File: src/rtl/bcedn_input_streamer.sv
// Frame replay streamer feeding the BCEDN adapter: a small FIFO that issues one H*W*D frame per start.
// Optional macro BCEDN_STREAM_STATS_EN adds saturating stall/starve counters as outputs.
module bcedn_input_streamer #(
  parameter int DATA_W       = 8,
  parameter int H            = 32,
  parameter int W            = 32,
  parameter int D            = 3,
  parameter int FIFO_DEPTH   = 16,
  parameter int AFULL_MARGIN = 2
) (
  input  logic                     clk,
  input  logic                     rst,
  input  logic                     start,
  input  logic                     wr_en,
  input  logic signed [DATA_W-1:0] wr_data,
  output logic                     wr_full,
  output logic                     wr_afull,
  input  logic                     pad_stall,
  output logic                     in_en,
  output logic signed [DATA_W-1:0] data_in,
  output logic                     busy,
  output logic                     frame_done,
  output logic                     overflow
`ifdef BCEDN_STREAM_STATS_EN
  ,
  output logic [15:0]              stall_cnt,
  output logic [15:0]              starve_cnt
`endif
);

  localparam int FRAME  = H * W * D;
  localparam int PCNT_W = $clog2(FRAME + 1);
  localparam int PTR_W  = $clog2(FIFO_DEPTH);
  localparam int CNT_W  = $clog2(FIFO_DEPTH + 1);

  localparam logic [CNT_W-1:0]  DEPTH_C  = CNT_W'(FIFO_DEPTH);
  localparam logic [CNT_W-1:0]  MARGIN_C = CNT_W'(AFULL_MARGIN);
  localparam logic [PCNT_W-1:0] LAST_PIX = PCNT_W'(FRAME - 1);

  typedef enum logic [1:0] {IDLE, STREAM, DONE} state_t;

  logic signed [DATA_W-1:0] mem [FIFO_DEPTH];
  logic [PTR_W-1:0]         wr_ptr;
  logic [PTR_W-1:0]         rd_ptr;
  logic [CNT_W-1:0]         count;
  logic [PCNT_W-1:0]        pix_cnt;
  state_t                   state;

  logic                     fifo_empty;
  logic                     push;
  logic                     pop;
  logic                     vld_p1;
  logic signed [DATA_W-1:0] data_p1;

  // Flags derive from the registered count only, so a same-cycle pop never frees a slot for a write.
  assign fifo_empty = (count == '0);
  assign wr_full    = (count == DEPTH_C);
  assign wr_afull   = ((DEPTH_C - count) <= MARGIN_C);
  assign push       = wr_en && !wr_full;
  assign pop        = (state == STREAM) && !fifo_empty && !pad_stall;

  assign in_en   = vld_p1;
  assign data_in = data_p1;

  always_ff @(posedge clk) begin
    if (push) begin
      mem[wr_ptr] <= wr_data;
    end
  end

  // Stage p0 -> p1: pop decision and head word registered onto the adapter interface.
  always_ff @(posedge clk) begin
    if (!rst) begin
      wr_ptr     <= '0;
      rd_ptr     <= '0;
      count      <= '0;
      pix_cnt    <= '0;
      state      <= IDLE;
      vld_p1     <= 1'b0;
      data_p1    <= '0;
      busy       <= 1'b0;
      frame_done <= 1'b0;
      overflow   <= 1'b0;
    end else begin
      if (push) begin
        wr_ptr <= wr_ptr + 1'b1;
      end
      if (pop) begin
        rd_ptr <= rd_ptr + 1'b1;
      end
      case ({push, pop})
        2'b10:   count <= count + 1'b1;
        2'b01:   count <= count - 1'b1;
        default: count <= count;
      endcase

      vld_p1     <= pop;
      data_p1    <= pop ? mem[rd_ptr] : '0;
      frame_done <= 1'b0;

      case (state)
        IDLE: begin
          if (start) begin
            state    <= STREAM;
            pix_cnt  <= '0;
            busy     <= 1'b1;
            overflow <= 1'b0;
          end
        end
        STREAM: begin
          if (pop) begin
            pix_cnt <= pix_cnt + 1'b1;
            if (pix_cnt == LAST_PIX) begin
              state <= DONE;
            end
          end
        end
        DONE: begin
          frame_done <= 1'b1;
          busy       <= 1'b0;
          state      <= IDLE;
        end
        default: state <= IDLE;
      endcase

      // A rejected write is recorded even in the cycle a new frame starts.
      if (wr_en && wr_full) begin
        overflow <= 1'b1;
      end
    end
  end

`ifdef BCEDN_STREAM_STATS_EN
  function automatic logic [15:0] sat_inc(input logic [15:0] v);
    return (v == 16'hFFFF) ? v : v + 16'd1;
  endfunction

  always_ff @(posedge clk) begin
    if (!rst) begin
      stall_cnt  <= '0;
      starve_cnt <= '0;
    end else if ((state == IDLE) && start) begin
      stall_cnt  <= '0;
      starve_cnt <= '0;
    end else if (state == STREAM) begin
      if (fifo_empty) begin
        starve_cnt <= sat_inc(starve_cnt);
      end else if (pad_stall) begin
        stall_cnt <= sat_inc(stall_cnt);
      end
    end
  end
`endif

endmodule

File: config.mk
export PLATFORM = sky130hd
export DESIGN_NAME = bcedn_input_streamer
export DESIGN_NICKNAME = d
export VERILOG_FILES = /design/src/rtl/bcedn_input_streamer.sv
export SDC_FILE = /design/constraint.sdc
export NUM_CORES = 1
export LEC_CHECK = 0
export ABC_AREA = 0
export BUFFER_PORTS_ARGS = -buffer_cell sky130_fd_sc_hd__clkbuf_2
export CELL_PAD_IN_SITES_DETAIL_PLACEMENT = 1
export CELL_PAD_IN_SITES_GLOBAL_PLACEMENT = 1
export CORE_AREA = 2 2 153 155
export CTS_CLUSTER_SIZE = 30
export DETAILED_ROUTE_END_ITERATION = 8
export DIE_AREA = 0 0 155 157
export GPL_TIMING_DRIVEN = 0
export PLACE_DENSITY = 0.51
export SETUP_SLACK_MARGIN = 0.1
export SYNTH_ARGS = -nofsm -noshare
export SYNTH_HDL_FRONTEND = slang
export SYNTH_SLANG_ARGS = --single-unit
File: constraint.sdc
create_clock -name clk -period 4.9 [get_ports clk]
set_clock_uncertainty 0.15 [all_clocks]
set_input_delay 0.98 -clock clk [delete_from_list [all_inputs] [get_ports clk]]
set_output_delay 0.98 -clock clk [all_outputs]
set_load 0.02 [all_outputs]
; ---- Yosys cells after proc, flatten, opt, wreduce, memory -nomap -nowiden
; Memories as Yosys holds them, arrays and structs flattened. A register that Yosys moved wholly into a read port is not among the register bits.
; Index checks and enable logic that the tools add are counted.
[op_classes]
addsub = 6
n_mul = 0
div = 0
n_lt_le_gt_ge = 1
eq_ne = 9
shift = 0
muxes = 16
n_bitwise = 0
reduce_logical = 20
[op_table]
columns = op, count
row1 = $mux W12, 2
row2 = $pmux W12 S2, 1
row3 = $add A12 B1 Y12 const B, 1
row4 = $eq A12 B12 Y1 const B, 1
row5 = $pmux W5 S2, 1
row6 = $reduce_bool A2 Y1, 5
row7 = $add A4 B1 Y4 const B, 2
row8 = $mux W1, 7
row9 = $mux W2, 3
row10 = $reduce_and A2 Y1, 3
row11 = $reduce_and A3 Y1, 2
row12 = $add A5 B1 Y5 const B, 1
row13 = $eq A5 B5 Y1 const B, 1
row14 = $le A5 B2 Y1 const B, 1
row15 = $logic_not A5 Y1, 1
row16 = $sub A5 B1 Y5 const B, 1
row17 = $sub A5 B5 Y5 const A, 1
row18 = $eq A2 B1 Y1 const B, 2
row19 = $eq A2 B2 Y1 const B, 2
row20 = $logic_and A1 B1 Y1, 4
row21 = $logic_not A1 Y1, 4
row22 = $ne A2 B2 Y1 const B, 2
row23 = $pmux W2 S2, 1
row24 = $logic_not A2 Y1, 1
row25 = other kinds (2), 2
[totals]
reg_bits = 31
latchBits = 0
ramBits = 128
mem_bits_ro = 0
wordCells = 62
mem_count = 1
[memory_table]
columns = name, words, width, rd, rd_ports_with_merged_regs, wr, line_no
row1 = mem, 16, 8, 1, 1, 1, 42  ; logic signed [DATA_W-1:0] mem [FIFO_DEPTH];

; ---- Longest topological paths before layout
; Gate-level depths: netlist (run 1).
[depth]
depth_word = 6
mapped_depth = 17
depth_no_buf = 13

; ---- Worst setup path before layout (run 1)
; No wires, ideal clock.
[synth_timing]
kind = reg-to-reg
start = register count[1]
end = register count[4]
setup_ns = 0.065
arrival_time_ns = 3.616
path_slack_ns = 1.068
path_stages_with_launch = 18
n_path_buf = 4
period_less_slack_ns = 3.832
path_cell_list = dfxtp_1 -> clkbuf_1 -> inv_1 -> ha_1 -> nor3b_1 -> ha_1 -> or4b_1 -> buf_4 -> clkinv_4 -> buf_2 -> ha_1 -> clkbuf_1 -> xor2_1 -> ha_1 -> o21ai_0 -> or3_1 -> a2111oi_0 -> nand4b_1
[synth_via]
elab_chain_cells = 6
word_cells_on_any_way = 13
classes_between = add/sub: 2 / eq/ne: 3 / mux: 1 / reduce/logical: 7
[synth_lines]
columns = element, line_no
row1 = start: declaration, 45  ; logic [CNT_W-1:0] count;
row2 = start signal: assignment, 92  ; 2'b10: count <= count + 1'b1;
row3 = start signal: assignment, 93  ; 2'b01: count <= count - 1'b1;
row4 = start signal: assignment, 94  ; default: count <= count;
row5 = $logic_not A5 Y1 (*), 56  ; assign fifo_empty = (count == '0);
row6 = $logic_not A1 Y1 (*), 60  ; assign pop = (state == STREAM) && !fifo_empty && !pad_stall;
row7 = $logic_and A1 B1 Y1 (*) (2 in series), 60
row8 = net pop, 51  ; logic pop;
row9 = $eq A2 B1 Y1 or $eq A2 B2 Y1 (tied branches), 91  ; case ({push, pop})
row10 = $pmux W5 S2 or $reduce_bool A2 Y1 (tied branches), -
; The timed path passes the listed nets; every way through them passes the cells marked *.
; A chain may end at the register's enable or synchronous reset.

; ---- Final worst setup path (run 1)
; Same ends and word-level chain as after synthesis.

==> run summary, run 1 <==
The effective utilization at floorplan is 29.84%. Timing analysis after detailed placement gives a worst setup slack of 0.4407 ns. The worst hold path passes through 2 cells. The fraction of final layout cells sized beyond drive strength 1 came out at 22.32%. The minimum setup slack among reg-to-reg paths is 0.61 ns. The H-tree generated during clock tree synthesis spans 4 levels. The total congestion overflow after global routing came out at 0. The buffer levels on the longest clock path is 2. At the worst endpoint, the arrival time is 4.51 ns. The total iterations of the first detailed-routing run came out at 4. Sorting the synthesized cells by area gives the leading types as sky130_fd_sc_hd__edfxtp_1 (57%), sky130_fd_sc_hd__dfxtp_1 (12%), sky130_fd_sc_hd__mux4_2 (11%). The CTS sink count came out at 167. The peak clock frequency supported by timing is 232.9 MHz. For this run, the slowest stage of the critical path takes 0.50 ns.

The number of max-capacitance violations reported came out at 0. In the final design database the tool counted 489 nets. The post-synthesis average cell area came out at 16.10 um2. The via count of the routed design came out at 3671.

The cell area power density came out at 406.2 nW/um2. Ranked by instance count, the synthesized netlist is headed by sky130_fd_sc_hd__edfxtp_1 (128), sky130_fd_sc_hd__nor2_1 (41), sky130_fd_sc_hd__dfxtp_1 (39). After detailed routing, the number of vias per cell comes to 4.830. The slew of the pin with the lowest slew margin is 1.004 ns. Counting stages on the worst path, the most repeated cell is sky130_fd_sc_hd__ha_1. Clock-pin slew was measured on the worst setup and hold paths at 0.06 ns. Setup repair after global routing left no endpoint under its margin. The number of standard cells after synthesis is 417.

The worst min-delay path endpoint is pix_cnt[6]. The floorplan step defined a die boundary enclosing 24340 um2. The via count of the first global-routing pass came out at 3974. The signal on the critical path passes through clkbuf_2, inv_1, ha_1, nor3b_1, ha_1, or4b_1, buf_4, clkinv_4, buf_2, ha_1, clkbuf_1, xor2_1, ha_1, o21ai_0, or3_1, a2111oi_0, nand4b_1.

Setup violations remaining at the end of the flow were counted as 0. The clock period minus worst slack came out at 4.294 ns. Of all cell types, the one taking the most synthesized area is sky130_fd_sc_hd__edfxtp_1.

The most used flip-flop cell after synthesis is sky130_fd_sc_hd__edfxtp_1. The remaining routing DRC violations came out at 0. From synthesis to final layout, the design area changed by 16.15%. The net count of the mapped netlist is 444.

The share of Yosys cell area claimed by the top area cell type is 57.24%. After floorplanning, the core was divided into 55 placement rows. The antenna cell count came out at 0. The endpoint of the lowest-slack register-to-register path is count[4]. The die width is 155 um.

The maximum net fanout on the critical path came out at 11. The part of the cycle the worst path needs came out at 87.64%. The sequential fraction of the synthesis area came out at 68.87%.

The cell with the most instances after synthesis is sky130_fd_sc_hd__edfxtp_1. Entering global routing, the biggest net connects 19 pins. The path depth of the worst reg2reg path is 17. The clock insertion delay at the later pin of the skew report is 0.43 ns.

During I/O placement, the number of pins put on the boundary was 27. The initial antenna violation count is 0. The total of buffers placed on input and output ports is 25. By startpoint and endpoint, the worst setup path is classified as reg -> reg.

The startpoint of the worst register-to-register path is count[1]. At the end of the flow the core is filled with cells to 34.66%. Once the clock tree was built, the setup fixing pass inserted 0 buffers. The number of violations reported at the end of detailed-routing iteration 0 came out at 208.

The slack of the critical path is 0.6056 ns. From bottom edge to top edge, the die measures 157 um. The congestion estimate from routability-driven global placement came to 0.7436. The total routing usage reported by global routing is 13.34%. The slowest stage of the critical path belongs to the cell sky130_fd_sc_hd__or4b_1.

The run finished with clean final reports. The count of cell types in the netlist came out at 49. During synthesis, Yosys emitted a total of 0 warnings. The design draws 3.169 mW.

The final setup TNS is 0 ns. The worst path required time came out at 5.11 ns. The wire length reported by the detailed router is 15040 um. The final number of max-transition violations came to 0. The TritonCTS clock tree is built. The post-synthesis async set-or-reset flop share is 0%. The path class of the tightest hold or removal check is reg -> reg. The number of routed nets with antenna violations came out at 0.

The worst-case vdd ir drop came out at 207.6 uV. The area of the core region is 22500 um2. The root buffer cell is sky130_fd_sc_hd__clkbuf_16. The clock buffer count from CTS came out at 17.

The post-detailed-placement half-perimeter wirelength came out at 10120 um. The synthesized design contains 128 enable-type register cells. The startpoint of the tightest hold check path is pix_cnt[6]. The leakage power of the design is 2.551 nW. The first global-routing pass estimated 23470 um of wire.

The synthesized netlist occupies a cell area of 6715 um2. Counting flops and latches in the post-synthesis netlist gives 167. Headroom to the max-slew limit came out at 32.51%. The number of endpoints with negative hold slack in the final report is 0. The routed wirelength normalized by instance count came out at 19.79 um. STA classifies the critical path startpoint as a flip-flop. The kind of capture point of the worst setup path is a flip-flop.
-- per-layer routing --
layer,GRT usage (%),part of all wire (%),vias to the layer above
met5,0,0,-
met4,6.437,2.6,0
met3,3.111,2.5,25
met2,22.12,50,56
met1,16.50,45,1876
li1,-,-,1714
-- state kept, by name (all words and copies together), names as in the netlist --
register,flops
wr_ptr,4
frame_done,1
in_en,1
overflow,1
busy,1
state,2
mem,128
pix_cnt,12
data_in,8
rd_ptr,4
count,5
-- how the worst max path moves through the flow --
stage                  start        to  slack [ns]  cells after the start
floorplan           count[1]  count[4]        1.07                     17
global placement    count[1]  count[4]        0.60                     17
detailed placement  count[1]  count[4]        0.44                     17
CTS                 count[1]  count[4]        0.42                     17
global route        count[1]  count[4]        0.24                     17
finish              count[1]  count[4]        0.61                     17
-- per-stage QoR --
step	area (um2)	instances	hold slack, ns
final	7800	760	0.3390
after global routing	7800	760	0.3667
after global placement	7197	727	0.3168
after detailed placement	7197	727	0.3284
after floorplan	6715	417	0.3009
after CTS	7776	759	0.3438
-- cells in the final DEF (no fill, tap or decap), types with 2 or more instances in the layout --
cell type and n:
sky130_fd_sc_hd__xnor2_1 4, sky130_fd_sc_hd__clkinvlp_4 2, sky130_fd_sc_hd__nor3_1 4, sky130_fd_sc_hd__and3_1 3
sky130_fd_sc_hd__or4_1 2, sky130_fd_sc_hd__nand2_1 12, sky130_fd_sc_hd__inv_6 4, sky130_fd_sc_hd__nand3b_1 2
sky130_fd_sc_hd__buf_2 5, sky130_fd_sc_hd__o211ai_1 3, sky130_fd_sc_hd__clkinv_8 3, sky130_fd_sc_hd__xor2_1 11
sky130_fd_sc_hd__dfxtp_1 39, sky130_fd_sc_hd__nor4_2 2, sky130_fd_sc_hd__mux4_2 32, sky130_fd_sc_hd__clkbuf_16 17
sky130_fd_sc_hd__inv_8 4, sky130_fd_sc_hd__a221o_1 8, sky130_fd_sc_hd__nor2_1 41, sky130_fd_sc_hd__nor3_2 3
sky130_fd_sc_hd__nor3b_1 3, sky130_fd_sc_hd__nand4_1 6, sky130_fd_sc_hd__nand2b_1 4, sky130_fd_sc_hd__inv_1 14
sky130_fd_sc_hd__ha_1 14, sky130_fd_sc_hd__nand3_1 8, sky130_fd_sc_hd__clkinv_2 2, sky130_fd_sc_hd__a22o_1 8
sky130_fd_sc_hd__a21oi_1 10, sky130_fd_sc_hd__clkbuf_2 26, sky130_fd_sc_hd__or3_1 5, sky130_fd_sc_hd__edfxtp_1 128
sky130_fd_sc_hd__buf_1 2, sky130_fd_sc_hd__clkbuf_1 11, sky130_fd_sc_hd__o21ai_0 8, sky130_fd_sc_hd__nand4b_1 3
-- critical path: cells and delay by family (launching register included) --
| family | cells | cell delay [ns] |
|---|---|---|
| AO/OA/AOI/OAI | 2 | 0.46 |
| adder cells (fa/ha/maj) | 4 | 0.85 |
| flip-flops | 1 | 0.33 |
| buffers and inverters | 6 | 1.07 |
| AND/OR/NAND/NOR | 4 | 1.20 |
| XOR/XNOR | 1 | 0.19 |
-- area by class of cell --
class,instances,area (um2)
buffer,20,86.33
clock buffer,17,425.4
clock inverter,15,153.9
fill,2326,14700
inverter,15,61.31
multi-input combinational,215,1959
sequential,167,4624
tap,285,356.6
timing repair buffer,26,132.6
-- cells by family (layout without fill, tap and decap cells) --
| kind of cell | count (synthesis) | after routing | synth area share (%) |
|---|---|---|---|
| mux | 33 | 33 | 10.88 |
| flops | 167 | 167 | 68.87 |
| fa+ha+maj | 14 | 14 | 2.609 |
| simple gates | 105 | 105 | 8.161 |
| buf+inv | 35 | 93 | 2.180 |
| compound gates | 48 | 48 | 5.348 |
| xor+xnor | 15 | 15 | 1.956 |
-- report_power, final --
part           switching (mW)  total (mW)  internal, mW
clock                   0.620        1.30         0.679
sequential             0.0196        1.58          1.56
combinational           0.174       0.290         0.116
-- timing repair --
| action | 4_1_cts | 5_1_grt |
|---|---|---|
| gates resized for setup | 0 | 2 |
| hold buffers | 0 | 0 |
| endpoints found under the setup margin | 0 | 1 |
No activity file was read; power rests on OpenSTA's default activity.
==> run 2, diff against run 1 <==
Settings changed: CORE_AREA 2 2 153 155 to 2 2 171 139, DIE_AREA 0 0 155 157 to 0 0 173 141.
==> run summary, run 2 (same netlist as run 1, synthesis figures left out) <==
The leakage power of the design is 2.544 nW (was 2.551 nW). The quantity of hold-fixing buffers added after cts came out at 0 (unchanged). The number of violations reported at the end of detailed-routing iteration 0 is 199 (was 208). The H-tree depth is 4 (unchanged).

The number of routed nets with antenna violations is 0 (unchanged). The die width came out at 173 um (was 155 um). The clock period minus worst slack came out at 4.397 ns (was 4.294 ns). The via count of the first global-routing pass came out at 3894 (was 3974).

The effective utilization at floorplan is 29.33% (was 29.84%). The via count of the routed design came out at 3736 (was 3671). The setup fix buffers added after clock tree synthesis came to 0 (unchanged).

The clock buffer count from CTS is 17 (unchanged). The pin count of the biggest net entering global routing was 19 (unchanged). The area growth from synthesis to final layout came out at 16.75% (was 16.15%). The worst slew margin relative to its limit came out at 14.51% (was 32.51%).

The arrival time of the worst setup path came to 4.62 ns (was 4.51 ns). The leading cell type in the layout, fill and taps excluded is sky130_fd_sc_hd__edfxtp_1 (unchanged). The number of endpoints with negative hold slack in the final report came out at 0 (unchanged). Commonest cells after routing, fill and taps aside: sky130_fd_sc_hd__edfxtp_1 (128), sky130_fd_sc_hd__nor2_1 (41), sky130_fd_sc_hd__dfxtp_1 (39), sky130_fd_sc_hd__mux4_2 (32), sky130_fd_sc_hd__clkbuf_2 (25) (was sky130_fd_sc_hd__edfxtp_1 (128), sky130_fd_sc_hd__nor2_1 (41), sky130_fd_sc_hd__dfxtp_1 (39), sky130_fd_sc_hd__mux4_2 (32), sky130_fd_sc_hd__clkbuf_2 (26)).

The final number of max-transition violations came out at 0 (unchanged). The root buffer cell is sky130_fd_sc_hd__clkbuf_16 (unchanged). The total number of nets in the final design is 489 (unchanged). The critical path launch point type is a flip-flop (unchanged). The clock-pin slew reported for the worst setup and hold paths after clock tree synthesis came to 0.07 ns (was 0.06 ns). The number of flip-flops under the largest register name came out at 128 (unchanged). The floorplan die area came out at 24390 um2 (was 24340 um2). The wire length reported by the detailed router was 15140 um (was 15040 um). The weighted congestion reported at the end of routability-driven placement is 0.7246 (was 0.7436).

The part of the cycle the worst path needs is 89.74% (was 87.64%). The class of the most critical setup path is reg -> reg (unchanged). The antenna cell count is 0 (unchanged). The buffer levels on the longest clock path is 2 (unchanged).

The final setup TNS came out at 0 ns (unchanged). The post-cts gate resize count came out at 0 (unchanged). The total congestion overflow after global routing is 0 (unchanged).

The number of primary I/O pins came out at 27 (unchanged). The clock insertion delay at the later pin of the skew report is 0.43 ns (about the same). The class of the tightest hold or removal check is reg -> reg (unchanged).

The slew of the pin with the lowest slew margin is 1.273 ns (was 1.004 ns). The worst-case vdd ir drop came out at 290.9 uV (was 207.6 uV). The total iterations of the first detailed-routing run is 6 (was 4). The maximum net fanout on the critical path came out at 11 (unchanged).

The number of max-capacitance violations reported came out at 0 (unchanged). The routed via count divided by cell count is 4.747 (was 4.830). The total of buffers placed on input and output ports is 25 (unchanged). The overall die height is 141 um (was 157 um). The remaining routing DRC violations is 0 (unchanged).

The initial antenna violation count is 0 (unchanged). The overall power is 3.197 mW (was 3.169 mW). The post-detailed-placement half-perimeter wirelength came out at 10210 um (was 10120 um). The final count of negative-setup-slack endpoints came to 0 (unchanged).

Result of the run: completed (unchanged). The register containing the most flip-flops in the final layout is mem (unchanged). The cell row count is 50 (was 55). The kind of capture point of the worst setup path is a flip-flop (unchanged). RSZ-0062 raised after global routing: no (unchanged). The CTS sink count is 167 (unchanged). The first-pass GRT wire length came out at 23230 um (was 23470 um). The cell area power density came out at 407.8 nW/um2 (was 406.2 nW/um2). The worst path required time was 5.12 ns (was 5.11 ns). The total routing usage reported by global routing is 12.95% (was 13.34%).

The area of the core region is 22900 um2 (was 22500 um2). The peak clock frequency supported by timing came out at 227.4 MHz (was 232.9 MHz). The post-route core utilization is 34.24% (was 34.66%). The fraction of final layout cells sized beyond drive strength 1 came out at 21.68% (was 22.32%). The routed wirelength normalized by instance count came to 19.24 um (was 19.79 um). The TritonCTS clock tree is built (unchanged).
[run 2: metrics by stage]
step                      area, um2  std cells  setup slack, ns  hold WS, ns
after CTS                      7828        786           0.4973       0.3422
final                          7840        787           0.5027       0.3433
after floorplan                6715        417            1.068       0.3009
after global routing           7840        787           0.2395       0.3751
after global placement         7231        754           0.6536       0.3191
after detailed placement       7231        754           0.4952       0.3302
[run 2: cell type report]
type | count | area (um2)
buffer | 20 | 85.08
clock buffer | 18 | 439.2
clock inverter | 14 | 157.7
fill | 2370 | 15060
inverter | 15 | 61.31
multi-input combinational | 215 | 1949
sequential | 167 | 4624
tap | 312 | 390.4
timing repair buffer | 26 | 132.6
[run 2: path summary, 6_finish.rpt]
path         cells after the start          end        start  slack, ns
max                             17     count[4]     count[1]       0.50
min                              2  pix_cnt[11]  pix_cnt[11]       0.34
max reg2reg                     17     count[4]     count[1]       0.50
min reg2reg                      2  pix_cnt[11]  pix_cnt[11]       0.34
[run 2: per-layer routing]
layer  part of all wire (%)  routed length [um]  global-route usage (%)
met2                     48                7327                   21.33
met3                    2.8                 422                   3.047
met1                     48                7225                   17.18
met5                      0                   0                       0
met4                    1.1                 163                   3.613
[run 2: power by group]
part | switching (mW) | internal [mW] | total [mW]
logic | 0.175 | 0.116 | 0.291
registers | 0.0194 | 1.56 | 1.58
clock network | 0.631 | 0.696 | 1.33
[run 2: critical path: stages (launching register included)]
cell and delay, ns:
sky130_fd_sc_hd__dfxtp_1 0.33, sky130_fd_sc_hd__clkbuf_1 0.28, sky130_fd_sc_hd__inv_1 0.08, sky130_fd_sc_hd__ha_1 0.22
sky130_fd_sc_hd__nor3b_1 0.17, sky130_fd_sc_hd__ha_1 0.22, sky130_fd_sc_hd__or4b_1 0.50, sky130_fd_sc_hd__buf_4 0.19
sky130_fd_sc_hd__clkinv_4 0.07, sky130_fd_sc_hd__buf_2 0.24, sky130_fd_sc_hd__ha_1 0.22, sky130_fd_sc_hd__clkbuf_1 0.33
sky130_fd_sc_hd__xor2_1 0.18, sky130_fd_sc_hd__ha_1 0.20, sky130_fd_sc_hd__o21ai_0 0.08, sky130_fd_sc_hd__or3_1 0.37
sky130_fd_sc_hd__a2111oi_0 0.36, sky130_fd_sc_hd__nand4b_1 0.15
==> run 3, diff against run 2 <==
Settings changed: PLACE_DENSITY 0.51 to 0.54.
==> run summary, run 3 (same netlist as run 1, synthesis figures left out) <==
Result of the run: completed (unchanged). The post-detailed-placement half-perimeter wirelength is 10300 um (was 10210 um). The total routing usage reported by global routing is 13.15% (was 12.95%).

The number of max-capacitance violations reported came out at 0 (unchanged). The post-cts gate resize count was 0 (unchanged). The floorplan die area is 24390 um2 (unchanged). The overall die height is 141 um (unchanged). The cell count of the worst hold path is 2 (unchanged). The number of violations reported at the end of detailed-routing iteration 0 is 323 (was 199).

The effective utilization at floorplan came out at 29.33% (unchanged). The number of routed nets with antenna violations came to 0 (unchanged). The die width came out at 173 um (unchanged).

The sum of buffers and inverters on the critical path is 6 (unchanged). The clock insertion delay at the later pin of the skew report came out at 0.42 ns (was 0.43 ns). The final count of negative-setup-slack endpoints is 0 (unchanged). The total of buffers placed on input and output ports came out at 25 (unchanged).

The path depth of the worst reg2reg path is 17 (unchanged). The biggest cell delay along the critical path is 0.50 ns (about the same). The summed area of non-filler cells in the final layout is 7834 um2 (was 7840 um2). The cell seen most often among critical-path stages is sky130_fd_sc_hd__ha_1 (unchanged). The class of the tightest hold or removal check is reg -> reg (unchanged). The arrival time of the worst setup path came out at 4.58 ns (was 4.62 ns). The area of the core region is 22900 um2 (unchanged). The wire length reported by the detailed router came out at 15010 um (was 15140 um). The clock period minus worst slack is 4.369 ns (was 4.397 ns). The routed via count divided by cell count is 4.706 (was 4.747). The clock-pin slew reported for the worst setup and hold paths after clock tree synthesis was 0.07 ns (about the same). The slew of the pin with the lowest slew margin came out at 1.243 ns (was 1.273 ns). The class of the most critical setup path is reg -> reg (unchanged).

The cell row count was 50 (unchanged). The family with the most delay on the worst path is buffers and inverters (unchanged). The routed wirelength normalized by instance count is 19.10 um (was 19.24 um). The setup fix buffers added after clock tree synthesis came to 0 (unchanged). The leakage power of the design is 2.561 nW (was 2.544 nW). The area growth from synthesis to final layout is 16.66% (was 16.75%). The number of flip-flops under the largest register name came out at 128 (unchanged). The number of endpoints with negative hold slack in the final report came to 0 (unchanged). The initial antenna violation count is 0 (unchanged). The register containing the most flip-flops in the final layout is mem (unchanged). The antenna cell count is 0 (unchanged).

The total congestion overflow after global routing is 0 (unchanged). The leading cell type in the layout, fill and taps excluded is sky130_fd_sc_hd__edfxtp_1 (unchanged). The number of standard cells in the final layout excluding fillers came out at 786 (was 787). The first-pass GRT wire length came out at 23810 um (was 23230 um). Commonest cells after routing, fill and taps aside: sky130_fd_sc_hd__edfxtp_1 (128), sky130_fd_sc_hd__nor2_1 (41), sky130_fd_sc_hd__dfxtp_1 (39), sky130_fd_sc_hd__mux4_2 (32), sky130_fd_sc_hd__clkbuf_2 (25) (unchanged). Critical path, cell by cell: clkbuf_1, inv_1, ha_1, nor3b_1, ha_1, or4b_1, buf_4, clkinv_4, buf_2, ha_1, clkbuf_1, xor2_1, ha_1, o21ai_0, or3_1, a2111oi_0, nand4b_1 (unchanged). The kind of capture point of the worst setup path is a flip-flop (unchanged). The worst-case vdd ir drop is 188.9 uV (was 290.9 uV).

The final setup TNS came out at 0 ns (unchanged). The maximum net fanout on the critical path was 11 (unchanged). The peak clock frequency supported by timing came to 228.9 MHz (was 227.4 MHz). The total stage count of the critical path is 17 (unchanged). The clock buffer count from CTS came to 17 (unchanged).

The number of primary I/O pins is 27 (unchanged). The instance area after placement is 7231 um2 (unchanged). The post-route core utilization came out at 34.21% (was 34.24%). The total number of nets in the final design is 488 (was 489). The buffer levels on the longest clock path was 2 (unchanged).

The cell type of the slowest stage on the worst timing path is sky130_fd_sc_hd__or4b_1 (unchanged). The remaining routing DRC violations is 0 (unchanged). The overall power came out at 3.194 mW (was 3.197 mW).

The part of the cycle the worst path needs came out at 89.16% (was 89.74%). The final number of max-transition violations is 0 (unchanged). The post-placement cell count was 754 (unchanged).

The cell area power density came out at 407.7 nW/um2 (was 407.8 nW/um2). The worst path required time came out at 5.11 ns (was 5.12 ns). The total iterations of the first detailed-routing run is 4 (was 6). The CTS sink count came out at 167 (unchanged).

The via count of the first global-routing pass was 4037 (was 3894). The fraction of final layout cells sized beyond drive strength 1 was 21.31% (was 21.68%). The root buffer cell is sky130_fd_sc_hd__clkbuf_16 (unchanged).

The via count of the routed design came out at 3699 (was 3736). The weighted congestion reported at the end of routability-driven placement was 0.7838 (was 0.7246). The H-tree depth is 4 (unchanged).

The TritonCTS clock tree was built (unchanged). The critical path launch point type was a flip-flop (unchanged). The number of filler instances in the final layout came out at 2393 (was 2370). The pin count of the biggest net entering global routing is 17 (was 19). The quantity of hold-fixing buffers added after cts came out at 0 (unchanged). The worst slew margin relative to its limit is 16.51% (was 14.51%). RSZ-0062 raised after global routing: no (unchanged).
## run 3: cell count changes in the layout (fill, tap and decap cells not counted), moves of 2 or more
cell                         change
sky130_fd_sc_hd__nor3_1          -2
sky130_fd_sc_hd__clkinv_8        -4
sky130_fd_sc_hd__nor3_2          +2
sky130_fd_sc_hd__inv_4           +3
sky130_fd_sc_hd__clkinvlp_4      -2
sky130_fd_sc_hd__clkbuf_16       +3
sky130_fd_sc_hd__clkbuf_1        +2
## run 3: layout make-up
type                            instances  area, um2  share of cell area (%)
Buffer                                 20      85.08                   1.086
Clock buffer                           22      508.0                   6.485
Clock inverter                         10      80.08                   1.022
Inverter                               15      61.31                  0.7826
Multi-Input combinational cell        215       1959                   25.01
Sequential cell                       167       4624                   59.03
Tap cell                              312      390.4                   4.983
Timing Repair Buffer                   25      125.1                   1.597
## run 3: path summary, 6_finish.rpt
kind              slack (ns)   startpoint          end
setup / recovery        0.53     count[1]     count[4]
hold / removal          0.34  pix_cnt[11]  pix_cnt[11]
setup reg to reg        0.53     count[1]     count[4]
hold reg to reg         0.34  pix_cnt[11]  pix_cnt[11]
## run 3: layer usage
| metal | vias to the layer above | global-route usage (%) | share of wire [%] |
|---|---|---|---|
| li1 | 1716 | - | - |
| met3 | 9 | 3.371 | 7.1 |
| met1 | 1911 | 17.74 | 44 |
| met4 | 0 | 3.613 | 0.75 |
| met5 | - | 0 | 0 |
| met2 | 63 | 21.12 | 48 |
## run 3: power breakdown
part	internal [mW]	switching [mW]
combinational	0.116	0.176
sequential	1.56	0.0185
clock	0.753	0.571
total	2.43	0.765
## run 3: metrics by stage
step | worst slack [ns] | hold slack (ns)
after floorplan | 1.068 | 0.3009
after global placement | 0.6553 | 0.3182
after detailed placement | 0.5434 | 0.3293
after CTS | 0.5152 | 0.3411
after global routing | 0.2240 | 0.3778
final | 0.5312 | 0.3366
## run 3: worst reg2reg max path, stage by stage (launching register included)
cell and delay [ns]:
sky130_fd_sc_hd__dfxtp_1 0.33, sky130_fd_sc_hd__clkbuf_1 0.29, sky130_fd_sc_hd__inv_1 0.08, sky130_fd_sc_hd__ha_1 0.21, sky130_fd_sc_hd__nor3b_1 0.16, sky130_fd_sc_hd__ha_1 0.22
sky130_fd_sc_hd__or4b_1 0.50, sky130_fd_sc_hd__buf_4 0.19, sky130_fd_sc_hd__clkinv_4 0.07, sky130_fd_sc_hd__buf_2 0.25, sky130_fd_sc_hd__ha_1 0.23, sky130_fd_sc_hd__clkbuf_1 0.31
sky130_fd_sc_hd__xor2_1 0.18, sky130_fd_sc_hd__ha_1 0.18, sky130_fd_sc_hd__o21ai_0 0.07, sky130_fd_sc_hd__or3_1 0.36, sky130_fd_sc_hd__a2111oi_0 0.35, sky130_fd_sc_hd__nand4b_1 0.16
